--- src/rtl/melody_sequencer.sv ---
// Melody sequencer: walks a synchronous melody ROM and drives the square-wave tone generator
// with a half-period divider, tone enable and per-entry start strobe, timed in tempo ticks.
module melody_sequencer #(
  parameter int ADDR_W      = 6,
  parameter int TICK_CYCLES = 6_250_000,
  parameter int GAP_CYCLES  = 1_000_000
) (
  input  logic              CLK100MHZ,
  input  logic              rst,
  input  logic              start,
  input  logic              stop,
  input  logic              loop,
  input  logic [8:0]        rom_data,
  output logic [ADDR_W-1:0] rom_addr,
  output logic [17:0]       tone_div,
  output logic              tone_en,
  output logic              note_strobe,
  output logic              busy
);

  localparam int PLAY_MAX = 7 * TICK_CYCLES;
  localparam int CNT_MAX  = (PLAY_MAX > GAP_CYCLES) ? PLAY_MAX : GAP_CYCLES;
  localparam int CNT_W    = $clog2(CNT_MAX + 1);
  localparam logic [CNT_W-1:0] TICK_C  = CNT_W'(TICK_CYCLES);
  localparam logic [CNT_W-1:0] GAP_C   = CNT_W'(GAP_CYCLES);
  localparam logic             HAS_GAP = (GAP_CYCLES != 0);

  typedef enum logic [2:0] {
    S_IDLE   = 3'd0,
    S_FETCH  = 3'd1,
    S_DECODE = 3'd2,
    S_PLAY   = 3'd3,
    S_GAP    = 3'd4
  } state_t;

  // Half-period dividers for A3..G#4 at 100 MHz; higher octaves are right shifts.
  function automatic logic [17:0] base_div(input logic [3:0] semi);
    case (semi)
      4'd0:    base_div = 18'd227273;
      4'd1:    base_div = 18'd214519;
      4'd2:    base_div = 18'd202478;
      4'd3:    base_div = 18'd191113;
      4'd4:    base_div = 18'd180388;
      4'd5:    base_div = 18'd170265;
      4'd6:    base_div = 18'd160705;
      4'd7:    base_div = 18'd151685;
      4'd8:    base_div = 18'd143172;
      4'd9:    base_div = 18'd135139;
      4'd10:   base_div = 18'd127551;
      4'd11:   base_div = 18'd120395;
      default: base_div = 18'd0;
    endcase
  endfunction

  state_t              r_state, w_state_nxt;
  logic [CNT_W-1:0]    r_cnt, w_cnt_nxt;
  logic [ADDR_W-1:0]   r_addr, w_addr_nxt;
  logic [17:0]         r_div, w_div_nxt;
  logic                r_en, w_en_nxt;
  logic                r_strobe, w_strobe_nxt;
  logic                r_busy;

  logic [2:0]          w_len;
  logic [1:0]          w_oct;
  logic [3:0]          w_semi;
  logic                w_rest;

  assign w_len  = rom_data[8:6];
  assign w_oct  = rom_data[5:4];
  assign w_semi = rom_data[3:0];
  assign w_rest = w_semi[3] & w_semi[2];

  always_ff @(posedge CLK100MHZ or posedge rst) begin
    if (rst) begin
      r_state  <= S_IDLE;
      r_cnt    <= '0;
      r_addr   <= '0;
      r_div    <= 18'd0;
      r_en     <= 1'b0;
      r_strobe <= 1'b0;
      r_busy   <= 1'b0;
    end else begin
      r_state  <= w_state_nxt;
      r_cnt    <= w_cnt_nxt;
      r_addr   <= w_addr_nxt;
      r_div    <= w_div_nxt;
      r_en     <= w_en_nxt;
      r_strobe <= w_strobe_nxt;
      r_busy   <= (w_state_nxt != S_IDLE);
    end
  end

  always_comb begin
    w_state_nxt  = r_state;
    w_cnt_nxt    = r_cnt;
    w_addr_nxt   = r_addr;
    w_div_nxt    = r_div;
    w_en_nxt     = r_en;
    w_strobe_nxt = 1'b0;
    // stop overrides everything and discards whatever note was in progress
    if (stop) begin
      w_state_nxt = S_IDLE;
      w_addr_nxt  = '0;
      w_en_nxt    = 1'b0;
      w_cnt_nxt   = '0;
    end else begin
      case (r_state)
        S_IDLE: begin
          if (start) begin
            w_state_nxt = S_FETCH;
            w_addr_nxt  = '0;
          end else begin
            w_state_nxt = S_IDLE;
          end
        end
        S_FETCH: w_state_nxt = S_DECODE;
        S_DECODE: begin
          if (w_len == 3'd0) begin
            w_state_nxt = loop ? S_FETCH : S_IDLE;
            w_addr_nxt  = '0;
          end else begin
            w_state_nxt  = S_PLAY;
            w_div_nxt    = base_div(w_semi) >> w_oct;
            w_en_nxt     = ~w_rest;
            w_strobe_nxt = 1'b1;
            w_cnt_nxt    = CNT_W'(w_len) * TICK_C;
          end
        end
        S_PLAY: begin
          if (r_cnt <= CNT_W'(1)) begin
            w_en_nxt = 1'b0;
            if (HAS_GAP) begin
              w_state_nxt = S_GAP;
              w_cnt_nxt   = GAP_C;
            end else begin
              w_state_nxt = S_FETCH;
              w_addr_nxt  = r_addr + ADDR_W'(1);
              w_cnt_nxt   = '0;
            end
          end else begin
            w_cnt_nxt = r_cnt - CNT_W'(1);
          end
        end
        S_GAP: begin
          if (r_cnt <= CNT_W'(1)) begin
            w_state_nxt = S_FETCH;
            w_addr_nxt  = r_addr + ADDR_W'(1);
            w_cnt_nxt   = '0;
          end else begin
            w_cnt_nxt = r_cnt - CNT_W'(1);
          end
        end
        default: begin
          w_state_nxt = S_IDLE;
          w_addr_nxt  = '0;
          w_en_nxt    = 1'b0;
          w_cnt_nxt   = '0;
        end
      endcase
    end
  end

  assign rom_addr    = r_addr;
  assign tone_div    = r_div;
  assign tone_en     = r_en;
  assign note_strobe = r_strobe;
  assign busy        = r_busy;

endmodule

--- config.mk ---
export PLATFORM = sky130hd
export DESIGN_NAME = melody_sequencer
export DESIGN_NICKNAME = d
export VERILOG_FILES = /design/src/rtl/melody_sequencer.sv
export SDC_FILE = /design/constraint.sdc
export NUM_CORES = 1
export LEC_CHECK = 0
export CAP_MARGIN = 10
export CORE_ASPECT_RATIO = 2
export CORE_MARGIN = 2
export CORE_UTILIZATION = 53
export DETAILED_ROUTE_END_ITERATION = 8
export GPL_TIMING_DRIVEN = 0
export HOLD_SLACK_MARGIN = 0.02
export PLACE_DENSITY_LB_ADDON = 0.2
export SETUP_SLACK_MARGIN = 0.15
export SYNTH_ARGS = -nofsm -noshare
export SYNTH_HDL_FRONTEND = slang
export SYNTH_SLANG_ARGS = --single-unit
--- constraint.sdc ---
create_clock -name CLK100MHZ -period 2.37 [get_ports CLK100MHZ]
set_clock_uncertainty 0.2 [all_clocks]
set_input_delay 0.474 -clock CLK100MHZ [delete_from_list [all_inputs] [get_ports CLK100MHZ]]
set_output_delay 0.474 -clock CLK100MHZ [all_outputs]
set_load 0.05 [all_outputs]
==> results by group, run 1 <==
Floorplan
  • Std-Cell Rows: 47
  • Die Footprint: between 9000 and 10000 sq um
  • Starting density of the core: a little over half
  • Die height: approximately 130 um
  • Ports: 41
  • Core area: between 8000 and 9000 sq um
  • Die width: 68.6 um

Run status
  • Failing checks: negative setup slack
  • Status: finished, violations left

Min path
  • Hold Path Stages: 3
  • Hold path endpoint: r_cnt[9]
  • Hold Startpoint: rom_data[6]
  • Hold Path Class: input port to register

STA
  • Fmax: ~340 MHz
  • Endpoints failing setup: 26
  • Crit path time final: roughly 2.9 ns
  • Headroom to the max-slew limit: 54.2%
  • Hold Fails Final Rpt: 0
  • RSZ-0062 raised after global routing: yes
  • Final Cycle Share: 123%
  • Slew Limit Fails: 0
  • Fin worst setup slack: -0.549 ns
  • Worst slew pin tran: between 0.6 and 0.7 ns

Worst setup path
  • Kind of critical path: input port to register
  • Max FO, Critical Path: 7
  • Nature of the critical path startpoint: input port
  • Critical R2R Capture: r_cnt[23]
  • Worst Setup End Kind: register
  • R2r setup slk: -0.20 ns
  • CP required: about 2.3 ns
  • Data arrival time of the critical path: around 2.9 ns
  • Reg2reg start: r_cnt[2]
  • Cells on worst reg2reg path: 6

Clock tree
  • H-tree depth: 2
  • Longest Clk Path Bufs: 2
  • Clock transition at the registers of the reported paths: about 0.080 ns
  • CTS root buf: clkbuf_16
  • Cts bufs inserted: 5
  • CTS tree: yes
  • Clk sinks: 56
  • Hold-fix buffers, CTS: 0
  • Clk_lat worst skew: 0.30 ns

Synth
  • Number of flops mapped to enable cells by yosys: 0
  • Main area contributors after synthesis: dfrtp_1, o21ai_0, ha_1
  • Yosys reg bits: 56
  • Synth cell types: 66
  • Asr flop ratio synth: 100%
  • Syn nets: around 580
  • Top cell type's share of synthesized area: between 30% and 40%
  • Top cells by count, synth: o21ai_0, nand2_1, dfrtp_1, nor2_1, a21oi_1
  • Sequential area share after synthesis: 31.7%
  • Mapped Cells: around 540
  • Main synth FF type: dfrtp_1
  • Cell Area, Synth: between 4000 and 5000 sq um
  • Most frequent cell after synthesis: o21ai_0
  • Ys Warns: 0
  • Syn_area_per_cell: slightly above 8 sq um
  • Synth area leader: dfrtp_1

Power and ir drop
  • Leak: between 2 and 3 nW
  • Pwr Density: 1110 nW/um^2
  • Tot Pwr: around 0.0071 W
  • Worst VDD drop: about 0.72 mV

GRT
  • Vias in the first global route: 4993
  • Gr ovfl total: 0
  • Largest net degree at the start of global routing: 31
  • Initial antenna violation count: 0
  • First-pass GRT wire length: 24.7 mm
  • Overall routing resource usage: a little over a third

Layout
  • Final-stage net count: between 600 and 700
  • Area Growth Syn to Fin: 45.6%
  • Storage element area: 1410 sq um
  • Layout cells sized above 1: 33.3%
  • Fillers: approximately 520
  • Multi-input gate area: 3330 sq um
  • Antenna cells: 0

Placed design
  • Gp weighted congestion: roughly 0.95
  • Dpl ws: -1.78 ns
  • Port Buffers: 38
  • Hpwl dp: roughly 11 mm

Routing
  • Via Count: roughly 5300
  • WL final: roughly 18 mm
  • Via density per instance: 6.94
  • DRC: 0
  • Routed len/inst: 23.5 um
  • DR iter-0 viols: 643
  • DR pass1 iterations: 7
  • Routed Antenna Nets: 0

Job
  • Max Cap Viol: 0
[logic make-up after synthesis]
logic type | Yosys count | share of synthesized area, %
and+or+nand+nor | 204 | 24.4
adders and majority gates | 22 | 6.73
AOI/OAI and AO/OA | 178 | 25.7
muxes | 19 | 4.58
buffers and inverters | 52 | 4.55
xor gates and xnor gates | 12 | 2.38
DFF | 56 | 31.7
[power breakdown]
part	total [W]	internal, W	leakage (nW)	switching [W]
clock	0.000779	0.000423	0.0701	0.000357
combinational	0.00501	0.00230	2.04	0.00271
sequential	0.00134	0.00116	0.744	0.000178
total	0.00712	0.00388	2.86	0.00325
[repair_timing]
action | in CTS | in global routing
endpoints found under the setup margin | 56 | 57
pin swaps | 36 | 54
resized for setup | 148 | 101
cloned | 2 | 2
hold endpoints to repair | 0 | 0
buffers inserted | 34 | 33
[cells in the final DEF (no fill, tap or decap), types with 5 or more instances in the layout]
cell type	n
a211oi_1	7
a21o_1	9
a21oi_1	21
a21oi_2	5
a22oi_1	5
buf_4	50
buf_6	20
buf_8	5
clkbuf_1	9
clkbuf_16	8
clkbuf_8	5
clkdlybuf4s50_1	27
dfrtp_1	52
dlymetal6s2s_1	5
ha_1	10
ha_2	5
inv_1	11
mux2_2	9
mux2i_1	7
nand2_1	57
nand2b_1	10
nand3_1	14
nor2_1	34
nor2_4	6
nor2b_1	6
nor3_1	15
nor4_4	5
o211ai_1	9
o21ai_0	30
o21ai_1	29
o21ai_2	7
o221ai_1	6
o31ai_1	5
xnor2_1	6
[sequential cells by signal, indices dropped and copies added, names as in the netlist]
register	cells
tone_div	18
tone_en	1
r_cnt	26
busy	1
r_state	3
rom_addr	6
note_strobe	1
[cell type report]
type,count,area share [%]
Buffer,30,4.04
Clock buffer,7,2.21
Clock inverter,1,0.117
Inverter,21,1.50
Multi-Input combinational cell,435,51.7
Sequential cell,56,21.8
Tap cell,98,1.90
Timing Repair Buffer,110,16.7
[per-stage QoR]
step	instances	utilization, %	TNS (ns)	instance area [sq um]	hold slack, ns
after floorplan	543	-	-4.26	4470	0.272
after global placement	679	60.9	-84.00	4980	0.271
after detailed placement	680	61.1	-42.33	5000	0.266
after CTS	724	71.4	-3.80	5830	0.262
after global routing	758	78.8	-8.47	6440	0.294
final	758	78.8	-5.29	6440	0.262
[worst max path at each step]
stage,end,from,depth (start not counted)
floorplan,r_cnt[23],rom_data[6],11
global placement,r_cnt[23],rom_data[8],12
detailed placement,r_cnt[23],rom_data[8],12
CTS,r_cnt[23],rom_data[7],12
global route,r_cnt[23],rom_data[7],12
finish,r_cnt[23],rom_data[6],12
[worst max-delay path, stage by stage]
cell      delay [ns]
buf_12          0.12
fa_1            0.49
ha_2            0.21
buf_8           0.12
inv_4           0.05
fa_2            0.21
or2_4           0.13
a21oi_4         0.05
o41a_1          0.37
a221oi_2        0.31
xor2_1          0.20
o221ai_1        0.14
[per-layer routing]
metal | track usage, % | vias to the layer above | part of all wire, %
met2 | 64.3 | 358 | 52
met1 | 32.7 | 2507 | 31
met4 | 28.0 | 0 | 9.7
met5 | 0 | - | 0
li1 | - | 2236 | -
met3 | 8.70 | 163 | 7.1
Power figures use the tool's default switching activity.
==> run 2: changes to the inputs <==
- CORE_ASPECT_RATIO: 2 -> unset
==> run 2 against run 1 <==
Total power down 12%. Via count fell by 6.9%. Count of clock-buffer cells in the layout down 2. Register-to-register slack improved by 0.13 ns. Cell count shrank 0.26%. Critical path depth is the same. Worst hold slack improved by 0.0058 ns. Sequential power about the same. The run still ends with negative setup slack left. Wire length is 15% lower. Final area is 2.8% lower. Utilization shrank 1.8 points. Global-route usage is 5.6 points lower.
==> results by group, run 2 (synthesis gave the netlist of run 1 again) <==
GRT
  • Met2 Use GR: 49.2% (was 64.3%)
  • Vias in the first global route: 4385 (was 4993)
  • M3 GR Usage: 4.74% (was 8.70%)
  • First-pass GRT wire length: 22.1 mm (was 24.7 mm)
  • GR Util met1: 42.5% (was 32.7%)
  • Largest net degree at the start of global routing: 31 (unchanged)
  • Initial antenna violation count: 0 (unchanged)
  • Grt peak-use layer: met2 (unchanged)
  • Overall routing resource usage: 30.7% (was 36.3%)
  • Gr ovfl total: 0 (unchanged)

Floorplan
  • Starting density of the core: 54.4% (was 54.1%)
  • Die width: 95.4 um (was 68.6 um)
  • Die Footprint: 9090 sq um (was 9140 sq um)
  • Ports: 41 (unchanged)
  • Std-Cell Rows: 33 (was 47)
  • Core area: 8130 sq um (was 8170 sq um)
  • Die height: 95.4 um (was 133 um)

Layout
  • Layout cells sized above 1: 31.3% (was 33.3%)
  • Post-Layout Cell Count: 756 (was 758)
  • Final-stage net count: 686 (was 695)
  • Biggest register: r_cnt (unchanged)
  • Max FFs per register: 26 (unchanged)
  • Fillers: 549 (was 524)
  • Multi-input gate area: 3290 sq um (was 3330 sq um)
  • Area Growth Syn to Fin: 41.5% (was 45.6%)
  • Storage element area: 1410 sq um (about the same)
  • Commonest cells after routing, fill and taps aside: nand2_1, dfrtp_1, buf_4, o21ai_0, nor2_1 (was nand2_1, dfrtp_1, buf_4, nor2_1, o21ai_0)
  • Commonest non-fill, non-tap cell in the layout: nand2_1 (unchanged)
  • Antenna cells: 0 (unchanged)

Routing
  • WL final: 15.2 mm (was 17.8 mm)
  • DR iter-0 viols: 478 (was 643)
  • Routed Antenna Nets: 0 (unchanged)
  • DRC: 0 (unchanged)
  • DR pass1 iterations: 5 (was 7)
  • Via density per instance: 6.48 (was 6.94)
  • Routed len/inst: 20.0 um (was 23.5 um)
  • Via Count: 4902 (was 5264)

Min path
  • Hold path endpoint: r_cnt[6] (was r_cnt[9])
  • Hold Startpoint: rom_data[8] (was rom_data[6])
  • Hold Path Stages: 3 (unchanged)
  • Hold Path Class: input port to register (unchanged)

Worst setup path
  • Kind of critical path: input port to register (unchanged)
  • Reg2reg start: r_cnt[0] (was r_cnt[2])
  • Data arrival time of the critical path: 2.93 ns (was 2.88 ns)
  • Nature of the critical path startpoint: input port (unchanged)
  • CP required: 2.41 ns (was 2.33 ns)
  • Cells on worst reg2reg path: 6 (unchanged)
  • R2r setup slk: -0.07 ns (was -0.20 ns)
  • Worst Setup End Kind: register (unchanged)
  • Critical R2R Capture: r_cnt[25] (was r_cnt[23])
  • Max FO, Critical Path: 4 (was 7)
  • Crit path from: rom_data[6] (unchanged)

Placed design
  • Placed instance count: 687 (was 680)
  • Hpwl dp: 9.33 mm (was 11.0 mm)
  • Port Buffers: 38 (unchanged)
  • Gp weighted congestion: 0.949 (was 0.951)
  • Dpl ws: -1.64 ns (was -1.78 ns)

Clock tree
  • Clk sinks: 56 (unchanged)
  • H-tree depth: 2 (unchanged)
  • Longest Clk Path Bufs: 2 (unchanged)
  • CTS tree: yes (unchanged)
  • Cts bufs inserted: 5 (unchanged)
  • CTS root buf: clkbuf_8 (was clkbuf_16)
  • Clk_lat worst skew: 0.32 ns (was 0.30 ns)
  • Clock transition at the registers of the reported paths: 0.12 ns (was 0.08 ns)

Job
  • Max Cap Viol: 0 (unchanged)

STA
  • Fin worst setup slack: -0.520 ns (was -0.549 ns)
  • Endpoints failing setup: 12 (was 26)
  • RSZ-0062 raised after global routing: yes (unchanged)
  • Slew Limit Fails: 0 (unchanged)
  • Fmax: 346 MHz (was 343 MHz)
  • Headroom to the max-slew limit: 57.7% (was 54.2%)
  • Worst slew pin tran: 0.634 ns (was 0.686 ns)
  • Crit path time final: 2.89 ns (was 2.92 ns)
  • Hold Fails Final Rpt: 0 (unchanged)
  • Final Cycle Share: 122% (was 123%)

Power and ir drop
  • Pwr Density: 1010 nW/um^2 (was 1110 nW/um^2)
  • Leak: 2.84 nW (was 2.86 nW)
  • Worst VDD drop: 0.799 mV (was 0.724 mV)

Run status
  • Failing checks: negative setup slack (unchanged)
  • Status: finished, violations left (unchanged)
[run 2: power by group]
part	internal, W	switching (W)
registers	0.00116	0.000176
logic	0.00189	0.00239
clock network	0.000327	0.000357
[run 2: cell type report]
class	instances	share of cell area [%]
plain buffers	30	4.08
clock buffers	5	1.10
clock inverters	3	0.800
inverters	21	1.54
multi-input cells	436	52.5
flip-flops and latches	56	22.5
well taps	105	2.10
repair buffers	100	15.4
[run 2: per-stage QoR]
stage               TNS, ns  hold WS [ns]  power (W)  util, %  cell area (sq um)
floorplan             -4.26         0.272    0.00329        -               4470
global placement     -79.93         0.263    0.00408     61.3               4980
detailed placement   -40.86         0.269    0.00410     61.5               5000
CTS                   -3.69         0.250    0.00521     68.9               5610
global route          -4.97         0.292    0.00655     77.0               6260
finish                -4.48         0.268    0.00630     77.0               6260
[run 2: what timing repair did]
item,CTS,global route
gates cloned,0,4
endpoints found under the setup margin,61,61
gates resized for setup,106,134
hold buffers,0,0
pin swaps,22,25
buffers inserted,29,29
[run 2: critical path, cell delays in order]
cell and delay, ns:
buf_12 0.11, fa_1 0.60, ha_2 0.20, buf_8 0.10, inv_4 0.02, fa_2 0.36
or2_4 0.25, a21oi_4 0.17, o41a_1 0.20, a221oi_2 0.08, xor2_1 0.16, o221ai_1 0.19
[run 2: worst max path at each step]
stage / to / slack [ns] / cells after the start
after floorplan: r_cnt[23] / -0.67 / 11
after global placement: r_cnt[23] / -1.59 / 12
after detailed placement: r_cnt[23] / -1.64 / 12
after CTS: r_cnt[23] / -0.48 / 12
after global routing: r_cnt[23] / -0.57 / 12
final: r_cnt[23] / -0.52 / 12
[run 2: per-layer routing]
layer  vias to the layer above  part of all wire [%]
met1                      2312                    40
met4                         0                   4.3
li1                       2215                     -
met2                       304                    47
met3                        71                   8.6
met5                         -                     0
